**config.mk**
```make
export PLATFORM = sky130hd
export DESIGN_NAME = frog_player_fsm
export DESIGN_NICKNAME = d
export VERILOG_FILES = /design/src/rtl/frog_player_fsm.sv
export SDC_FILE = /design/constraint.sdc
export NUM_CORES = 1
export LEC_CHECK = 0
export BUFFER_PORTS_ARGS = -buffer_cell sky130_fd_sc_hd__buf_4
export CORE_UTILIZATION = 35
export DETAILED_ROUTE_END_ITERATION = 7
export PLACE_DENSITY = 0.54
export REMOVE_ABC_BUFFERS = 1
export SETUP_SLACK_MARGIN = 0.1
export SLEW_MARGIN = 15
export SYNTH_ARGS = -nofsm -noshare
export SYNTH_HDL_FRONTEND = slang
export SYNTH_SLANG_ARGS = --single-unit
```
**constraint.sdc**
```tcl
create_clock -name i_Clk -period 5 [get_ports i_Clk]
set_input_delay 0.25 -clock i_Clk [delete_from_list [all_inputs] [get_ports i_Clk]]
set_output_delay 0.25 -clock i_Clk [all_outputs]
set_load 0.02 [all_outputs]
```
**src/rtl/frog_player_fsm.sv**
```systemverilog
// ============================================================================
// Module   : frog_player_fsm
// Purpose  : Frogger player controller. Tracks position, lives, score and
//            home occupancy, and sequences death, respawn and game over.
// Revision : 1.0 - initial release
// ============================================================================
`default_nettype none

module frog_player_fsm #(
  parameter int c_GRID_W     = 14,
  parameter int c_GRID_H     = 15,
  parameter int c_START_X    = 10,
  parameter int c_START_Y    = 14,
  parameter int c_LIVES      = 3,
  parameter int c_NUM_HOMES  = 5,
  parameter int c_DRIFT_DIV  = 39000000,
  parameter int c_DEATH_HOLD = 25000000,
  parameter int c_EDGE_WRAP  = 0,
  parameter int c_PAD_CODE   = 4,
  parameter int c_WATER_CODE = 2
) (
  input  logic        i_Clk,
  input  logic        i_Rst_L,
  input  logic        i_New_Game,
  input  logic        i_Game_Active,
  input  logic        i_Up_Mvt,
  input  logic        i_Down_Mvt,
  input  logic        i_Left_Mvt,
  input  logic        i_Right_Mvt,
  input  logic        i_Collided,
  input  logic [3:0]  i_Tile_Code,
  input  logic        i_On_Log,
  input  logic        i_Log_Dir,
  output logic [5:0]  o_Frogger_X,
  output logic [5:0]  o_Frogger_Y,
  output logic [6:0]  o_Score,
  output logic [2:0]  o_Lives,
  output logic [63:0] o_Home_Mask,
  output logic [1:0]  o_State,
  output logic        o_Death_Pulse,
  output logic        o_Level_Up
);

  localparam int c_DRIFT_W = (c_DRIFT_DIV > 1) ? $clog2(c_DRIFT_DIV) : 1;
  localparam int c_HOLD_W  = (c_DEATH_HOLD > 1) ? $clog2(c_DEATH_HOLD) : 1;

  localparam logic [c_DRIFT_W-1:0] c_DRIFT_LAST = c_DRIFT_W'(c_DRIFT_DIV - 1);
  localparam logic [c_HOLD_W-1:0]  c_HOLD_LAST  = c_HOLD_W'(c_DEATH_HOLD - 1);
  localparam logic [5:0] c_X_MAX   = 6'(c_GRID_W - 1);
  localparam logic [5:0] c_Y_MAX   = 6'(c_GRID_H - 1);
  localparam logic [5:0] c_X0      = 6'(c_START_X);
  localparam logic [5:0] c_Y0      = 6'(c_START_Y);
  localparam logic [2:0] c_LIVES0  = 3'(c_LIVES);
  localparam logic [6:0] c_HOMES   = 7'(c_NUM_HOMES);
  localparam logic [3:0] c_PAD     = 4'(c_PAD_CODE);
  localparam logic [3:0] c_WATER   = 4'(c_WATER_CODE);

  typedef enum logic [1:0] {
    ST_IDLE      = 2'd0,
    ST_ALIVE     = 2'd1,
    ST_DYING     = 2'd2,
    ST_GAME_OVER = 2'd3
  } state_t;

  state_t                r_state;
  logic [5:0]            r_x, r_y;
  logic [6:0]            r_score, r_homes;
  logic [2:0]            r_lives;
  logic [63:0]           r_mask;
  logic [c_DRIFT_W-1:0]  r_drift_cnt;
  logic [c_HOLD_W-1:0]   r_hold_cnt;
  logic                  r_death_pulse, r_level_up;
  logic                  r_up_q, r_down_q, r_left_q, r_right_q;

  logic       w_up_e, w_down_e, w_left_e, w_right_e, w_move;
  logic       w_drift_term, w_drift_step, w_at_edge, w_edge_death;
  logic       w_at_home, w_home_ok, w_die;
  logic [5:0] w_x_mv, w_y_mv, w_drift_x;
  logic [6:0] w_score_inc, w_homes_inc;

  assign w_up_e    = i_Up_Mvt    & ~r_up_q;
  assign w_down_e  = i_Down_Mvt  & ~r_down_q;
  assign w_left_e  = i_Left_Mvt  & ~r_left_q;
  assign w_right_e = i_Right_Mvt & ~r_right_q;
  assign w_move    = w_up_e | w_down_e | w_left_e | w_right_e;

  // A button press defers a due drift step by one cycle instead of dropping either.
  assign w_drift_term = i_On_Log && (r_drift_cnt == c_DRIFT_LAST);
  assign w_drift_step = w_drift_term && !w_move;
  assign w_at_edge    = i_Log_Dir ? (r_x == c_X_MAX) : (r_x == 6'd0);
  assign w_edge_death = w_drift_step && w_at_edge && (c_EDGE_WRAP == 0);
  assign w_drift_x    = i_Log_Dir ? ((r_x == c_X_MAX) ? 6'd0 : r_x + 6'd1)
                                  : ((r_x == 6'd0) ? c_X_MAX : r_x - 6'd1);

  assign w_at_home = (r_y == 6'd0);
  assign w_home_ok = w_at_home && (i_Tile_Code == c_PAD) && !r_mask[r_x];
  assign w_die     = i_Collided || ((i_Tile_Code == c_WATER) && !i_On_Log)
                     || w_edge_death || (w_at_home && !w_home_ok);

  assign w_score_inc = (r_score == 7'd127) ? r_score : r_score + 7'd1;
  assign w_homes_inc = r_homes + 7'd1;

  always_comb begin
    w_x_mv = r_x;
    w_y_mv = r_y;
    if (w_up_e)
      w_y_mv = (r_y == 6'd0) ? r_y : r_y - 6'd1;
    else if (w_down_e)
      w_y_mv = (r_y == c_Y_MAX) ? r_y : r_y + 6'd1;
    else if (w_left_e)
      w_x_mv = (r_x == 6'd0) ? r_x : r_x - 6'd1;
    else if (w_right_e)
      w_x_mv = (r_x == c_X_MAX) ? r_x : r_x + 6'd1;
  end

  always_ff @(posedge i_Clk) begin
    r_up_q        <= i_Up_Mvt;
    r_down_q      <= i_Down_Mvt;
    r_left_q      <= i_Left_Mvt;
    r_right_q     <= i_Right_Mvt;
    r_death_pulse <= 1'b0;
    r_level_up    <= 1'b0;
    if (!i_Rst_L) begin
      r_state     <= ST_IDLE;
      r_x         <= c_X0;
      r_y         <= c_Y0;
      r_score     <= 7'd0;
      r_lives     <= c_LIVES0;
      r_mask      <= '0;
      r_homes     <= 7'd0;
      r_drift_cnt <= '0;
      r_hold_cnt  <= '0;
    end else begin
      case (r_state)
        ST_IDLE, ST_GAME_OVER: begin
          if (i_New_Game) begin
            r_state     <= ST_ALIVE;
            r_x         <= c_X0;
            r_y         <= c_Y0;
            r_score     <= 7'd0;
            r_lives     <= c_LIVES0;
            r_mask      <= '0;
            r_homes     <= 7'd0;
            r_drift_cnt <= '0;
          end
        end
        ST_ALIVE: begin
          if (i_Game_Active) begin
            if (w_die) begin
              r_lives       <= r_lives - 3'd1;
              r_death_pulse <= 1'b1;
              r_hold_cnt    <= '0;
              r_state       <= ST_DYING;
            end else if (w_at_home) begin
              r_score     <= w_score_inc;
              r_mask[r_x] <= 1'b1;
              r_homes     <= w_homes_inc;
              r_x         <= c_X0;
              r_y         <= c_Y0;
              r_drift_cnt <= '0;
              if (w_homes_inc == c_HOMES) begin
                r_level_up <= 1'b1;
                r_mask     <= '0;
                r_homes    <= 7'd0;
              end
            end else begin
              r_x <= w_x_mv;
              r_y <= w_y_mv;
              if (!i_On_Log) begin
                r_drift_cnt <= '0;
              end else if (w_drift_term) begin
                if (w_drift_step) begin
                  r_x         <= w_drift_x;
                  r_drift_cnt <= '0;
                end
              end else begin
                r_drift_cnt <= r_drift_cnt + 1'b1;
              end
            end
          end
        end
        ST_DYING: begin
          if (i_Game_Active) begin
            if (r_hold_cnt == c_HOLD_LAST) begin
              if (r_lives == 3'd0) begin
                r_state <= ST_GAME_OVER;
              end else begin
                r_state     <= ST_ALIVE;
                r_x         <= c_X0;
                r_y         <= c_Y0;
                r_drift_cnt <= '0;
              end
            end else begin
              r_hold_cnt <= r_hold_cnt + 1'b1;
            end
          end
        end
        default: r_state <= ST_IDLE;
      endcase
    end
  end

  assign o_Frogger_X   = r_x;
  assign o_Frogger_Y   = r_y;
  assign o_Score       = r_score;
  assign o_Lives       = r_lives;
  assign o_Home_Mask   = r_mask;
  assign o_State       = r_state;
  assign o_Death_Pulse = r_death_pulse;
  assign o_Level_Up    = r_level_up;

endmodule

`default_nettype wire

```
==> results of run 1 <==
[logic make-up after synthesis]
| logic type | count (synthesis) |
|---|---|
| buffers and inverters | 95 |
| adder cells (fa/ha/maj) | 20 |
| AND/OR/NAND/NOR | 417 |
| AO/OA/AOI/OAI | 287 |
| multiplexers | 32 |
| flip-flops | 152 |
| XOR/XNOR | 9 |
[critical path, delay by kind of cell (launching register included)]
family | cells | cell delay (ns)
simple gates | 3 | 1.49
flops | 1 | 0.73
compound gates | 3 | 0.85
mux | 2 | 0.90
[metrics by stage]
| stage | utilization (%) | cells | TNS (ns) |
|---|---|---|---|
| detailed placement | 40.9 | 1388 | 0 |
| finish | 43.6 | 1424 | 0 |
| global route | 43.6 | 1424 | 0 |
| global placement | 40.9 | 1388 | 0 |
| CTS | 43.6 | 1424 | 0 |
| floorplan | - | 949 | -31.28 |
[synthesized netlist by cell type (3+ instances only)]
master     instances
mux2_2             5
mux2i_1           16
or3b_2             3
o21a_1             6
o2111ai_1          7
nand2_1           69
a21oi_1           41
and3_1            18
a21boi_0           6
nand4_1           16
nor2_1           128
o31ai_1           16
o211ai_1          33
nand2b_1          16
nand3_1           52
dfxtp_1          152
inv_1             30
buf_1              3
o22ai_1            5
or3_1             20
and4_1             3
or4_1             19
buf_6              3
mux4_2             7
and2_1             9
o21ai_0           45
or2_2              4
nor4b_1            3
clkbuf_1          39
xnor2_1            4
buf_2             18
o21ai_1            3
nor3b_1            5
nor2b_1           10
xor2_1             5
ha_1              19
o211a_1            3
a211oi_1           3
nand3b_1          11
a31oi_1           81
nor3_1            15
nor4_1             8
a21o_1             7
mux4_1             3
[final timing paths]
path	from	endpoint	slack (ns)	cells past startpoint
min	i_Game_Active	o_Level_Up	0.09	3
min reg2reg	r_hold_cnt[10]	r_hold_cnt[10]	0.48	2
max	o_Frogger_X[0]	r_drift_cnt[5]	0.95	8
max reg2reg	o_Frogger_X[0]	r_drift_cnt[5]	0.95	8
[registers in the layout, indices dropped and copies added, names as in the netlist, 2 cells and up]
name / count
r_homes: 7
o_Home_Mask: 64
r_hold_cnt: 25
o_State: 2
o_Frogger_Y: 6
r_drift_cnt: 26
o_Score: 7
o_Lives: 3
o_Frogger_X: 6
[power groups by stage]
stage | Sequential [mW] | Clock [mW] | Combinational (mW)
after global placement | 1.28 | 0 | 0.564
after global routing | 1.26 | 1.36 | 0.628
after floorplan | 1.29 | 0 | 0.338
after CTS | 1.25 | 1.31 | 0.570
final | 1.25 | 1.28 | 0.571
after detailed placement | 1.28 | 0 | 0.565
[timing repair]
item,CTS,global route
hold endpoints to repair,4,0
setup endpoints to repair,0,0
hold buffers,4,0
[final cells by class]
cell class,instances,area share (%)
timing repair buffer,130,10.1
multi-input combinational,765,48.5
clock buffer,17,4.26
tap,313,3.92
sequential,152,30.5
inverter,32,1.20
clock inverter,15,1.54
[layer usage]
metal / routed length, um / up-vias / part of all wire [%] / track usage [%]
li1: - / 3962 / - / -
met1: 11600 / 3925 / 47 / 28.4
met2: 11400 / 193 / 46 / 33.2
met3: 1150 / 21 / 4.7 / 3.53
met4: 397 / 0 / 1.6 / 6.58
met5: 0 / - / 0 / 0
==> results.py, run 1 <==
metrics = {
    "critical_path": {
        "crit_type": "flip-flop to flip-flop",
        "cp.required_ns": 5.37,
        "cp_slowest_cell": "dfxtp_1",
        "crit_fanout": 16,
        "max_stage_delay_ns": 0.73,
        "crit_chain": "mux4_1 -> mux2_4 -> a22o_1 -> or4_1 -> or2_1 -> o211a_1 -> or4_1 -> a21boi_1",
        "crit_arrival_ns": 4.42,
        "crit_top_cell": "or4_1",
        "endpoint_kind": "flip-flop",
        "start_kind": "flip-flop",
    },
    "floorplan": {
        "coreArea_sq_um": 22900,
        "chipWidth_um": 156,
        "initial_utilization_pct": 36.1,
        "pin_count": 105,
        "dieHeight_um": 156,
        "rows": 55,
        "dieArea_sq_um": 24200,
    },
    "run": {
        "drv_cap": 0,
    },
    "synthesis": {
        "yosysWarnings": 0,
        "synth_edf_count": 0,
        "synth_top_area_share_pct": 36.8,
        "synth_ff_type": "dfxtp_1",
        "synth_xor_xnor_area_share_pct": 0.954,
        "synthMuxAreaShare_pct": 5.66,
        "yosysSeqAreaShare_pct": 36.8,
        "ys_async_sr_fraction_pct": 0,
        "synth-simple-area-share_pct": 25.7,
        "netlist_area_sq_um": 8270,
        "yosys-top-cells-area": "dfxtp_1, a31oi_1, nor2_1, nand3_1, nand2_1",
        "syn_inst": 1012,
        "synth_top_area_cell": "dfxtp_1",
        "ys_types": 75,
        "synth_top_family_by_area": "simple AND/OR/NAND/NOR gates",
        "synth_fa_ha_area_share_pct": 3.12,
        "synth_compound_area_share_pct": 22.9,
        "synth_seq_cells": 152,
        "syn_area_per_cell_sq_um": 8.17,
    },
    "layout": {
        "finalInstanceArea_sq_um": 9990,
        "n_fill_cell": 2341,
        "num_antenna_cells": 0,
        "seq_area_sq_um": 3040,
        "fin_nets": 1133,
        "layout_common_cells": "dfxtp_1, nor2_1, buf_4",
        "drive_above_1_share_pct": 17.0,
        "multi_input_area_sq_um": 4840,
        "mostFrequentLayoutCell": "dfxtp_1",
        "syn_to_final_growth_pct": 20.9,
    },
    "pwr": {
        "clkPwrFrac_pct": 41.1,
        "power_frac_comb_pct": 18.4,
        "power_density_nw_per_um2": 310,
        "peakVddDrop_v": 0.000175,
        "design_power_total_mw": 3.10,
        "p_sw_mw": 1.03,
        "p_leak_nw": 3.75,
        "p_seq_share_pct": 40.4,
        "p_int_mw": 2.07,
        "swShare_pct": 33.2,
    },
    "timing": {
        "timing.final.ws_setup_ns": 0.949,
        "hold_viol_final": 0,
        "fmax_mhz": 247,
        "setup_violations": 0,
        "rsz0062_at_grt": "false",
        "tightest_slew_ns": 1.07,
        "holdWs_ns": 0.0929,
        "finalMaxSlewViolations": 0,
        "fin_crit_ns": 4.05,
        "max_slew_margin_pct": 28.1,
        "clock_skew_ns": 0.0101,
        "fin_crit_sh_pct": 81.0,
    },
    "drt": {
        "antenna_left": 0,
        "vias_per_cell": 5.69,
        "drt_iter0_drc": 547,
        "drc": 0,
        "via_count": 8101,
        "wl_per_cell_um": 17.2,
        "drtPass1Iterations": 5,
        "wirelength_um": 24600,
    },
    "clock_network": {
        "cts_root_buf": "clkbuf_16",
        "cts_buffers": 17,
        "path_clk_slew_ns": 0.07,
        "htreeDepth": 4,
        "worst_skew_pair.late_latency_ns": 0.44,
        "cts_buffer_depth": 2,
        "cts_tree": "built",
        "cts_sinks": 152,
        "post_cts_buffers": 0,
        "cts_resized": 0,
    },
    "status": {
        "outcome": "complete, no violations",
    },
    "global_route": {
        "antenna_found_initial": 0,
        "first_global_vias": 7548,
        "grt_pass1_wl_um": 40300,
        "grt_overflow": 0,
        "track_usage_pct": 20.8,
        "grt_max_degree": 68,
    },
    "placed_design": {
        "place_area_sq_um": 9370,
        "place_ws_ns": 0.934,
        "io_buffers": 104,
        "dp_hpwl_um": 16600,
        "place.gp.congestion": 0.815,
    },
    "worst_hold_path": {
        "hold_class": "input pin to flip-flop",
    },
}
No activity file was read; power rests on OpenSTA's default activity.
==> inputs of run 2 (changes only) <==
==> constraint.sdc (replaced) <==
create_clock -name i_Clk -period 3.88 [get_ports i_Clk]
set_input_delay 0.194 -clock i_Clk [delete_from_list [all_inputs] [get_ports i_Clk]]
set_output_delay 0.194 -clock i_Clk [all_outputs]
set_load 0.02 [all_outputs]
==> run 2 against run 1 <==
Net effect:
- hold slack got worse by 0.028 ns
- routed wire length rose by 2.1%
- global-route usage rose by 0.12 points
- clock skew rose by 0.011 ns
- final area rose by 1.9%
- setup slack got worse by 0.71 ns
- via count rose by 0.78%
- sequential power rose by 29%
- critical path depth rose by 3
- die area did not move
- clock power rose by 36%
- critical path type unchanged
- largest power group unchanged
==> results.py, run 2 (synthesized netlist as in run 1, its figures left out) <==
metrics = {
    "placed_design": {
        "place.gp.congestion": 0.872,
        "io_buffers": 104,
        "dp_hpwl_um": 17000,
        "dpl.cell_count": 1405,
    },
    "timing": {
        "setup_violations": 0,
        "finalMaxSlewViolations": 0,
        "rsz0062_at_grt": "false",
        "fin_crit_sh_pct": 93.7,
        "tightest_slew_ns": 0.934,
        "max_slew_margin_pct": 37.5,
        "clock_skew_ns": 0.0212,
        "tns_ns": 0,
        "holdWs_ns": 0.0646,
        "fmax_mhz": 275,
        "fin_crit_ns": 3.64,
        "hold_viol_final": 0,
    },
    "pwr": {
        "power_density_nw_per_um2": 407,
        "p_leak_nw": 3.87,
        "design_power_total_mw": 4.14,
        "peakVddDrop_v": 0.000274,
    },
    "clock_network": {
        "htreeDepth": 4,
        "cts_tree": "built",
        "worst_skew_pair.late_latency_ns": 0.44,
        "path_clk_slew_ns": 0.07,
        "cts_sinks": 152,
        "post_cts_buffers": 0,
        "cts_root_buf": "clkbuf_16",
        "cts_buffer_depth": 2,
        "cts_buffers": 17,
    },
    "floorplan": {
        "pin_count": 105,
        "rows": 55,
        "dieHeight_um": 156,
        "dieArea_sq_um": 24200,
        "coreArea_sq_um": 22900,
        "chipWidth_um": 156,
        "initial_utilization_pct": 36.1,
    },
    "global_route": {
        "grt_pass1_wl_um": 40200,
        "grt_overflow": 0,
        "first_global_vias": 7596,
        "antenna_found_initial": 0,
        "grt_max_degree": 68,
        "track_usage_pct": 20.9,
    },
    "drt": {
        "drt_iter0_drc": 464,
        "drtPass1Iterations": 5,
        "wirelength_um": 25100,
        "drc": 0,
        "wl_per_cell_um": 17.4,
        "via_count": 8164,
        "antenna_left": 0,
        "vias_per_cell": 5.66,
    },
    "critical_path": {
        "crit_fanout": 32,
        "cp.required_ns": 4.20,
        "startpoint": "o_Frogger_X[0]",
        "crit_type": "flip-flop to flip-flop",
        "reg2reg_from": "o_Frogger_X[0]",
        "endpoint_kind": "flip-flop",
        "start_kind": "flip-flop",
        "crit_arrival_ns": 3.96,
    },
    "layout": {
        "fin_nets": 1151,
        "layout_common_cells": "dfxtp_1, buf_4, nor2_1",
        "fin_util_pct": 44.4,
        "n_fill_cell": 2284,
        "drive_above_1_share_pct": 18.3,
        "mostFrequentLayoutCell": "dfxtp_1",
        "seq_area_sq_um": 3040,
        "largest_register_ffs": 64,
        "multi_input_area_sq_um": 4840,
        "syn_to_final_growth_pct": 23.1,
        "num_antenna_cells": 0,
        "fin_cells": 1442,
    },
    "worst_hold_path": {
        "hold_class": "input pin to flip-flop",
        "min_from": "i_Game_Active",
    },
    "run": {
        "drv_cap": 0,
    },
    "status": {
        "outcome": "complete, no violations",
    },
}
==> run 2: power by group <==
group          leakage (nW)  internal, mW  switching [mW]
sequential             1.23          1.58          0.0297
clock                 0.298         0.979           0.761
combinational          2.35         0.266           0.524
total                  3.87          2.83            1.31
==> run 2: final timing paths <==
check | end | slack (ns) | depth (start not counted)
max reg2reg | o_Home_Mask[56] | 0.24 | 11
min reg2reg | r_hold_cnt[10] | 0.48 | 2
min | o_Level_Up | 0.06 | 3
max | o_Home_Mask[56] | 0.24 | 11
==> run 2: per-layer routing <==
| metal | wire length (um) | GRT usage (%) | vias to the layer above |
|---|---|---|---|
| li1 | - | - | 3997 |
| met1 | 11900 | 28.3 | 3909 |
| met2 | 11500 | 32.5 | 230 |
| met3 | 1310 | 4.11 | 28 |
| met4 | 442 | 8.08 | 0 |
| met5 | 0 | 0 | - |
==> run 2: what timing repair did <==
item / CTS / global route
gates resized for setup: 0 / 1
hold buffers: 4 / 0
hold endpoints to repair: 4 / 0
endpoints found under the setup margin: 0 / 43
==> run 2: per-stage QoR <==
step	cell area (sq um)	setup slack, ns
global route	10200	0.123
finish	10200	0.244
global placement	9510	0.282
CTS	10100	0.224
floorplan	7980	-1.67
detailed placement	9510	0.243
==> run 2: final cells by class <==
class	instances	area share [%]
clock buffers	17	4.18
clock inverters	15	1.76
inverters	32	1.18
multi-input cells	765	47.6
flip-flops and latches	152	29.9
well taps	313	3.85
repair buffers	148	11.6
==> run 2: worst max-delay path, cell delays in order, from the launching register on <==
cell,delay [ns]
dfxtp_1,0.41
buf_4,0.25
mux4_2,0.53
a22oi_1,0.18
a31oi_1,0.10
or4_1,0.62
or2_4,0.32
buf_4,0.17
o21a_1,0.26
o21ai_4,0.33
clkbuf_16,0.29
nor2_1,0.06
